$ cat config.mk
export PLATFORM = sky130hd
export DESIGN_NAME = vga_timing_gen
export DESIGN_NICKNAME = d
export VERILOG_FILES = /design/src/rtl/vga_timing_gen.sv
export SDC_FILE = /design/constraint.sdc
export NUM_CORES = 1
export LEC_CHECK = 0
export ABC_AREA = 1
export CAP_MARGIN = 20
export CORE_MARGIN = 2
export CORE_UTILIZATION = 40
export DETAILED_ROUTE_END_ITERATION = 10
export PLACE_DENSITY_LB_ADDON = 0.2
export SYNTH_ARGS = -nofsm -noshare
export SYNTH_HDL_FRONTEND = slang
export SYNTH_SLANG_ARGS = --single-unit
$ cat constraint.sdc
create_clock -name clock -period 1.8 [get_ports clock]
set_input_delay 0.36 -clock clock [delete_from_list [all_inputs] [get_ports clock]]
set_output_delay 0.36 -clock clock [all_outputs]
set_load 0.1 [all_outputs]
$ cat src/rtl/vga_timing_gen.sv
// Raster timing generator: free-running h/v counters advanced by pixel_tick,
// decoded into a registered, mutually aligned position/blanking/sync bundle.
module vga_timing_gen #(
  parameter int H_VIS      = 1024,
  parameter int H_FP       = 24,
  parameter int H_SYNC     = 136,
  parameter int H_BP       = 160,
  parameter int V_VIS      = 768,
  parameter int V_FP       = 3,
  parameter int V_SYNC     = 6,
  parameter int V_BP       = 29,
  parameter bit H_SYNC_POL = 1'b0,
  parameter bit V_SYNC_POL = 1'b0
) (
  input  logic        clock,
  input  logic        reset,
  input  logic        pixel_tick,
  output logic [11:0] pixel_column,
  output logic [11:0] pixel_row,
  output logic        video_on,
  output logic        horiz_sync,
  output logic        vert_sync,
  output logic        frame_start
);

  localparam int H_TOTAL = H_VIS + H_FP + H_SYNC + H_BP;
  localparam int V_TOTAL = V_VIS + V_FP + V_SYNC + V_BP;

  localparam logic [11:0] H_LAST   = 12'(H_TOTAL - 1);
  localparam logic [11:0] V_LAST   = 12'(V_TOTAL - 1);
  localparam logic [11:0] H_VIS_C  = 12'(H_VIS);
  localparam logic [11:0] V_VIS_C  = 12'(V_VIS);
  localparam logic [11:0] HS_BEGIN = 12'(H_VIS + H_FP);
  localparam logic [11:0] HS_END   = 12'(H_VIS + H_FP + H_SYNC);
  localparam logic [11:0] VS_BEGIN = 12'(V_VIS + V_FP);
  localparam logic [11:0] VS_END   = 12'(V_VIS + V_FP + V_SYNC);

  logic [11:0] h_cnt_p0;
  logic [11:0] v_cnt_p0;
  logic        vis_p0;
  logic        hs_act_p0;
  logic        vs_act_p0;
  logic        origin_p0;

  function automatic logic in_span(input logic [11:0] x,
                                   input logic [11:0] lo,
                                   input logic [11:0] hi);
    return (x >= lo) && (x < hi);
  endfunction

  function automatic logic sync_level(input logic active, input logic pol);
    return active ? pol : ~pol;
  endfunction

  // Stage p0: raw counters and their combinational decode
  always_ff @(posedge clock or posedge reset) begin
    if (reset) begin
      h_cnt_p0 <= '0;
      v_cnt_p0 <= '0;
    end else if (pixel_tick) begin
      if (h_cnt_p0 == H_LAST) begin
        h_cnt_p0 <= '0;
        v_cnt_p0 <= (v_cnt_p0 == V_LAST) ? 12'd0 : v_cnt_p0 + 12'd1;
      end else begin
        h_cnt_p0 <= h_cnt_p0 + 12'd1;
      end
    end
  end

  always_comb begin
    vis_p0    = (h_cnt_p0 < H_VIS_C) && (v_cnt_p0 < V_VIS_C);
    hs_act_p0 = in_span(h_cnt_p0, HS_BEGIN, HS_END);
    // vsync follows the line counter only, so it can only change at column wrap
    vs_act_p0 = in_span(v_cnt_p0, VS_BEGIN, VS_END);
    origin_p0 = (h_cnt_p0 == 12'd0) && (v_cnt_p0 == 12'd0);
  end

  // Stage p1: output registers, all loaded on the same tick
  always_ff @(posedge clock or posedge reset) begin
    if (reset) begin
      pixel_column <= '0;
      pixel_row    <= '0;
      video_on     <= 1'b0;
      horiz_sync   <= ~H_SYNC_POL;
      vert_sync    <= ~V_SYNC_POL;
      frame_start  <= 1'b0;
    end else if (pixel_tick) begin
      pixel_column <= h_cnt_p0;
      pixel_row    <= v_cnt_p0;
      video_on     <= vis_p0;
      horiz_sync   <= sync_level(hs_act_p0, H_SYNC_POL);
      vert_sync    <= sync_level(vs_act_p0, V_SYNC_POL);
      frame_start  <= origin_p0;
    end else begin
      // strobe is exactly one clock wide even when ticks are sparse
      frame_start  <= 1'b0;
    end
  end

endmodule

Word level (Yosys, flattened, before mapping)
Index checks and enable logic that the tools add are counted.
- output and inout port bits: 28
- flip-flop bits (word level): 52
- magnitude comparators: 6
- multiplexer cells: 5
- equal/unequal tests: 2
- add/sub/neg operators: 2
- reduce and logical (&&, ||, !) cells: 7
- operators by type and width (operator ; number):
    adder 12 x 1 -> 12 bit, second input constant ; 2
    logical NOT 12 bit ; 2
    less-than comparator 12 x 10 -> 1 bit, second input constant ; 2
    less-than comparator 12 x 11 -> 1 bit, second input constant ; 2
    two-way mux 12 bit ; 2
    == test 12 x 10 -> 1 bit, second input constant ; 1
    == test 12 x 11 -> 1 bit, second input constant ; 1
    greater-or-equal comparator 12 x 10 -> 1 bit, second input constant ; 1
    greater-or-equal comparator 12 x 11 -> 1 bit, second input constant ; 1
    logical AND 1 bit ; 4
    two-way mux 1 bit ; 3
    AND reduction 2 bit ; 1

Logic depth before layout (Yosys ltp)
- word-level depth: 3
- mapped depth: 9
- gate-level depth less buffers: 8

Worst setup path before layout
No wires, ideal clock.
- kind: reg-to-reg
- start: register h_cnt_p0[0]
- end: register v_cnt_p0[7]
- setup slack: 0.440 ns
- cell stages (with the launch flop): 10
- arrival time: 1.239 ns
- period minus slack after synthesis: 1.360 ns
- path through: dfrtp_1 > ha_1 > inv_1 > nor2_1 > nand3_2 > nor2_2 > inv_2 > buf_6 > nand2_1 > o21ai_2
- word-level cells in the longest chain between the ends: 2
- ends and longest elaborated chain (element ; RTL line ; source):
    from (decl) ; 38 ; logic [11:0] h_cnt_p0;
    from (signal assigned) ; 65 ; h_cnt_p0 <= h_cnt_p0 + 12'd1;
    == test 12 x 11 -> 1 bit ; 61 ; if (h_cnt_p0 == H_LAST) begin
    AND reduction 2 bit (no source line) ; - ;
    to (signal assigned) ; 63 ; v_cnt_p0 <= (v_cnt_p0 == V_LAST) ? 12'd0 : v_cnt_p0 + 12'd1;
    to (decl) ; 39 ; logic [11:0] v_cnt_p0;
Every way passes these cells.
A chain may end at the register's enable or synchronous reset.

Final worst setup path
- start: register v_cnt_p0[1]
- end: register v_cnt_p0[0]
- word-level cells in the longest chain between the ends: 2
- ends and longest elaborated chain (element ; RTL line):
    == test 12 x 10 -> 1 bit ; 63
    two-way mux 12 bit ; 63
Every way passes these cells.

==> flow_metrics.py <==
metrics = {
    "run_status": {
        "status": "finished clean",
    },
    "timing": {
        "period_minus_slack_ns": 1.58,
        "drv_slew": 0,
        "tightestPinTransition_ns": 0.352,
        "fin_skew_ns": 0.00805,
        "maxSlewHeadroom_pct": 76.3,
        "finalSetupViolCount": 0,
        "rsz0062_at_grt": "false",
        "finalSetupTns_ns": 0,
        "min_period_over_period_pct": 88.0,
        "fmax_ghz": 0.631,
        "finalHoldViolCount": 0,
    },
    "cells_and_area": {
        "seq_area_mm2": 0.00130,
        "num-fill-cells": 591,
        "antenna_cells": 0,
        "multi_input_area_mm2": 0.00108,
        "fin_area_mm2": 0.00343,
        "drive_above_1_share_pct": 17.0,
        "synthToLayoutAreaGrowth_pct": 32.7,
        "final_nets": 373,
    },
    "critical_path": {
        "worst-endpoint-required_ns": 1.99,
        "crit_path_cell_trace": "inv_1 -> ha_1 -> nand2_1 -> nor2_1 -> nand4_1 -> nand3_1 -> o21ai_0",
        "startpoint_type": "flip-flop",
        "ff2ff_setup_slack_ns": 0.22,
        "arrival_ns": 1.78,
        "slowest_stage": "dfrtp_1",
        "r2r-start": "v_cnt_p0[1]",
        "reg2regPathDepth": 7,
        "r2r-end": "v_cnt_p0[0]",
        "cp-endpoint": "v_cnt_p0[0]",
        "slowest_delay_ns": 0.41,
        "path_max_fanout": 7,
        "crit_path_start": "v_cnt_p0[1]",
        "worst_setup_path_end_kind": "flip-flop",
        "worstSetupPathType": "reg -> reg",
    },
    "clocking": {
        "cts_buffers": 5,
        "cts-resized-gates": 0,
        "cts_max_level": 2,
        "clockRootBuffer": "clkbuf_8",
        "ctsHoldBuffers": 0,
        "clk_latency_ns": 0.31,
        "path_clk_slew_ns": 0.10,
        "clk_path_buf_depth": 2,
        "post-cts-setup-buffers": 0,
        "clkSinkCount": 52,
        "cts_tree": "built",
    },
    "global_routing": {
        "grt_max_degree": 53,
        "grtUsageMet1_pct": 24.8,
        "busiest_layer": "met2",
        "antenna_found_initial": 0,
        "grtUsageTotal_pct": 17.5,
        "met2_usage_pct": 27.5,
        "grt_pass1_wl_mm": 10.1,
        "gr-usage-met3_pct": 3.74,
        "grt_pass1_vias": 2106,
        "grt.overflow.total": 0,
    },
    "logic_synthesis": {
        "synth_top_area_share_pct": 48.4,
        "synth_most_common_cell": "nand2_1",
        "syn-num-nets": 334,
        "yosysTopAreaCell": "dfrtp_1",
        "ys.flop_type": "dfrtp_1",
        "synth.yosys.warnings": 0,
        "synth_edf_count": 0,
        "synth_common_cells": "nand2_1, dfrtp_1, inv_1, o21ai_0, nand3_1",
        "syn_area_mm2": 0.00259,
        "synth_cells": 325,
        "ys_top_cells_by_area": "dfrtp_1, nand2_1, o21ai_0",
        "yosysSeqAreaShare_pct": 50.4,
        "yosys_register_bits": 52,
        "ys_types": 27,
        "synthArstFlopShare_pct": 100,
        "syn_area_per_cell_um2": 7.96,
    },
    "die": {
        "rows": 29,
        "initial_core_util_pct": 41.0,
        "coreArea_mm2": 0.00631,
        "die_area_mm2": 0.00713,
        "ioPinCount": 31,
        "die_x_um": 84.4,
        "dieHeight_um": 84.4,
    },
    "placement": {
        "port_buffers": 30,
        "dp_hpwl_mm": 4.31,
        "gp_congestion": 0.840,
        "placed_cell_area_mm2": 0.00332,
    },
    "detailed_routing": {
        "first_pass_iters": 4,
        "routedWlPerCell_um": 12.9,
        "route.detailed.drc": 0,
        "vias": 2172,
        "finalWirelength_mm": 5.70,
        "viasPerCell": 4.91,
        "drt_iter0_drc": 94,
        "ant_nets": 0,
    },
    "power": {
        "irDropWorstVdd_uv": 944,
        "p_leak_nw": 1.67,
        "power.total_mw": 3.94,
        "power_per_cell_area_mw_per_mm2": 1150,
    },
    "job": {
        "maxCapViolCount": 0,
    },
    "min_path": {
        "min_path_type": "in -> async",
    },
}
-- per-layer routing --
| layer | share of wire (%) | vias up | wire length [um] |
|---|---|---|---|
| li1 | - | 1122 | - |
| met1 | 49 | 1003 | 2810 |
| met2 | 45 | 41 | 2560 |
| met3 | 4.6 | 6 | 263 |
| met4 | 1.2 | 0 | 66 |
| met5 | 0 | - | 0 |
-- metrics by stage --
stage / utilization [%] / worst slack, ns / hold slack, ns / instances
after floorplan: - / 0.185 / 0.492 / 325
final: 54.4 / 0.215 / 0.410 / 442
after CTS: 54.4 / 0.213 / 0.418 / 442
after global routing: 54.4 / 0.116 / 0.442 / 442
after detailed placement: 52.6 / 0.0442 / 0.522 / 434
after global placement: 52.6 / 0.0634 / 0.514 / 434
-- critical path: cells and delay by family (launching register included) --
family | cells | cell delay (ns)
compound gates | 1 | 0.10
fa+ha+maj | 1 | 0.17
buf+inv | 1 | 0.16
flops | 1 | 0.41
simple gates | 4 | 0.64
-- worst min path at each step --
stage               depth (start not counted)  slack (ns)               end
global placement                            2        0.51       v_cnt_p0[9]
floorplan                                   2        0.49       v_cnt_p0[9]
CTS                                         3        0.42      pixel_row[0]
global route                                3        0.44       v_cnt_p0[3]
finish                                      3        0.41  pixel_column[11]
detailed placement                          2        0.52       v_cnt_p0[9]
-- layout make-up --
cell class / count / area share, %
sequential: 52 / 38.0
inverter: 40 / 4.37
timing repair buffer: 41 / 20.0
clock buffer: 5 / 2.00
tap: 77 / 2.81
multi-input combinational: 224 / 31.5
clock inverter: 3 / 1.35
-- state kept, by name, indices dropped and copies added (netlist names) --
register	flops
h_cnt_p0	12
pixel_column	12
pixel_row	12
v_cnt_p0	12
frame_start	1
horiz_sync	1
vert_sync	1
video_on	1
-- layout by cell type (no fill, tap or decap), types with 2 or more instances in the layout --
| cell type | instances |
|---|---|
| nand2_1 | 92 |
| dfrtp_1 | 50 |
| inv_1 | 36 |
| o21ai_0 | 32 |
| buf_12 | 30 |
| nand3_1 | 27 |
| nor2_1 | 23 |
| nand4_1 | 10 |
| nor3_1 | 9 |
| buf_4 | 9 |
| ha_1 | 6 |
| clkbuf_8 | 5 |
| inv_2 | 4 |
| o21ai_1 | 4 |
| xor2_1 | 4 |
| a21oi_1 | 4 |
| nor2_2 | 3 |
| nand2_2 | 2 |
| o21ai_2 | 2 |
| dfstp_2 | 2 |
| clkdlybuf4s50_1 | 2 |
-- report_power, final --
part | total (mW) | switching [mW] | internal (mW)
Combinational | 1.55 | 1.03 | 0.517
Clock | 0.822 | 0.403 | 0.419
Sequential | 1.57 | 0.219 | 1.35
Total | 3.94 | 1.65 | 2.29
-- cell families after synthesis --
family                     after synthesis  synth area share (%)
AOI/OAI and AO/OA                       44                  9.04
DFF                                     52                  50.4
and+or+nand+nor                        170                  28.4
xor gates and xnor gates                 4                  1.35
adders and majority gates                6                  2.90
buffers and inverters                   49                  7.88
Note: power is estimated with default switching activity, not from simulation.
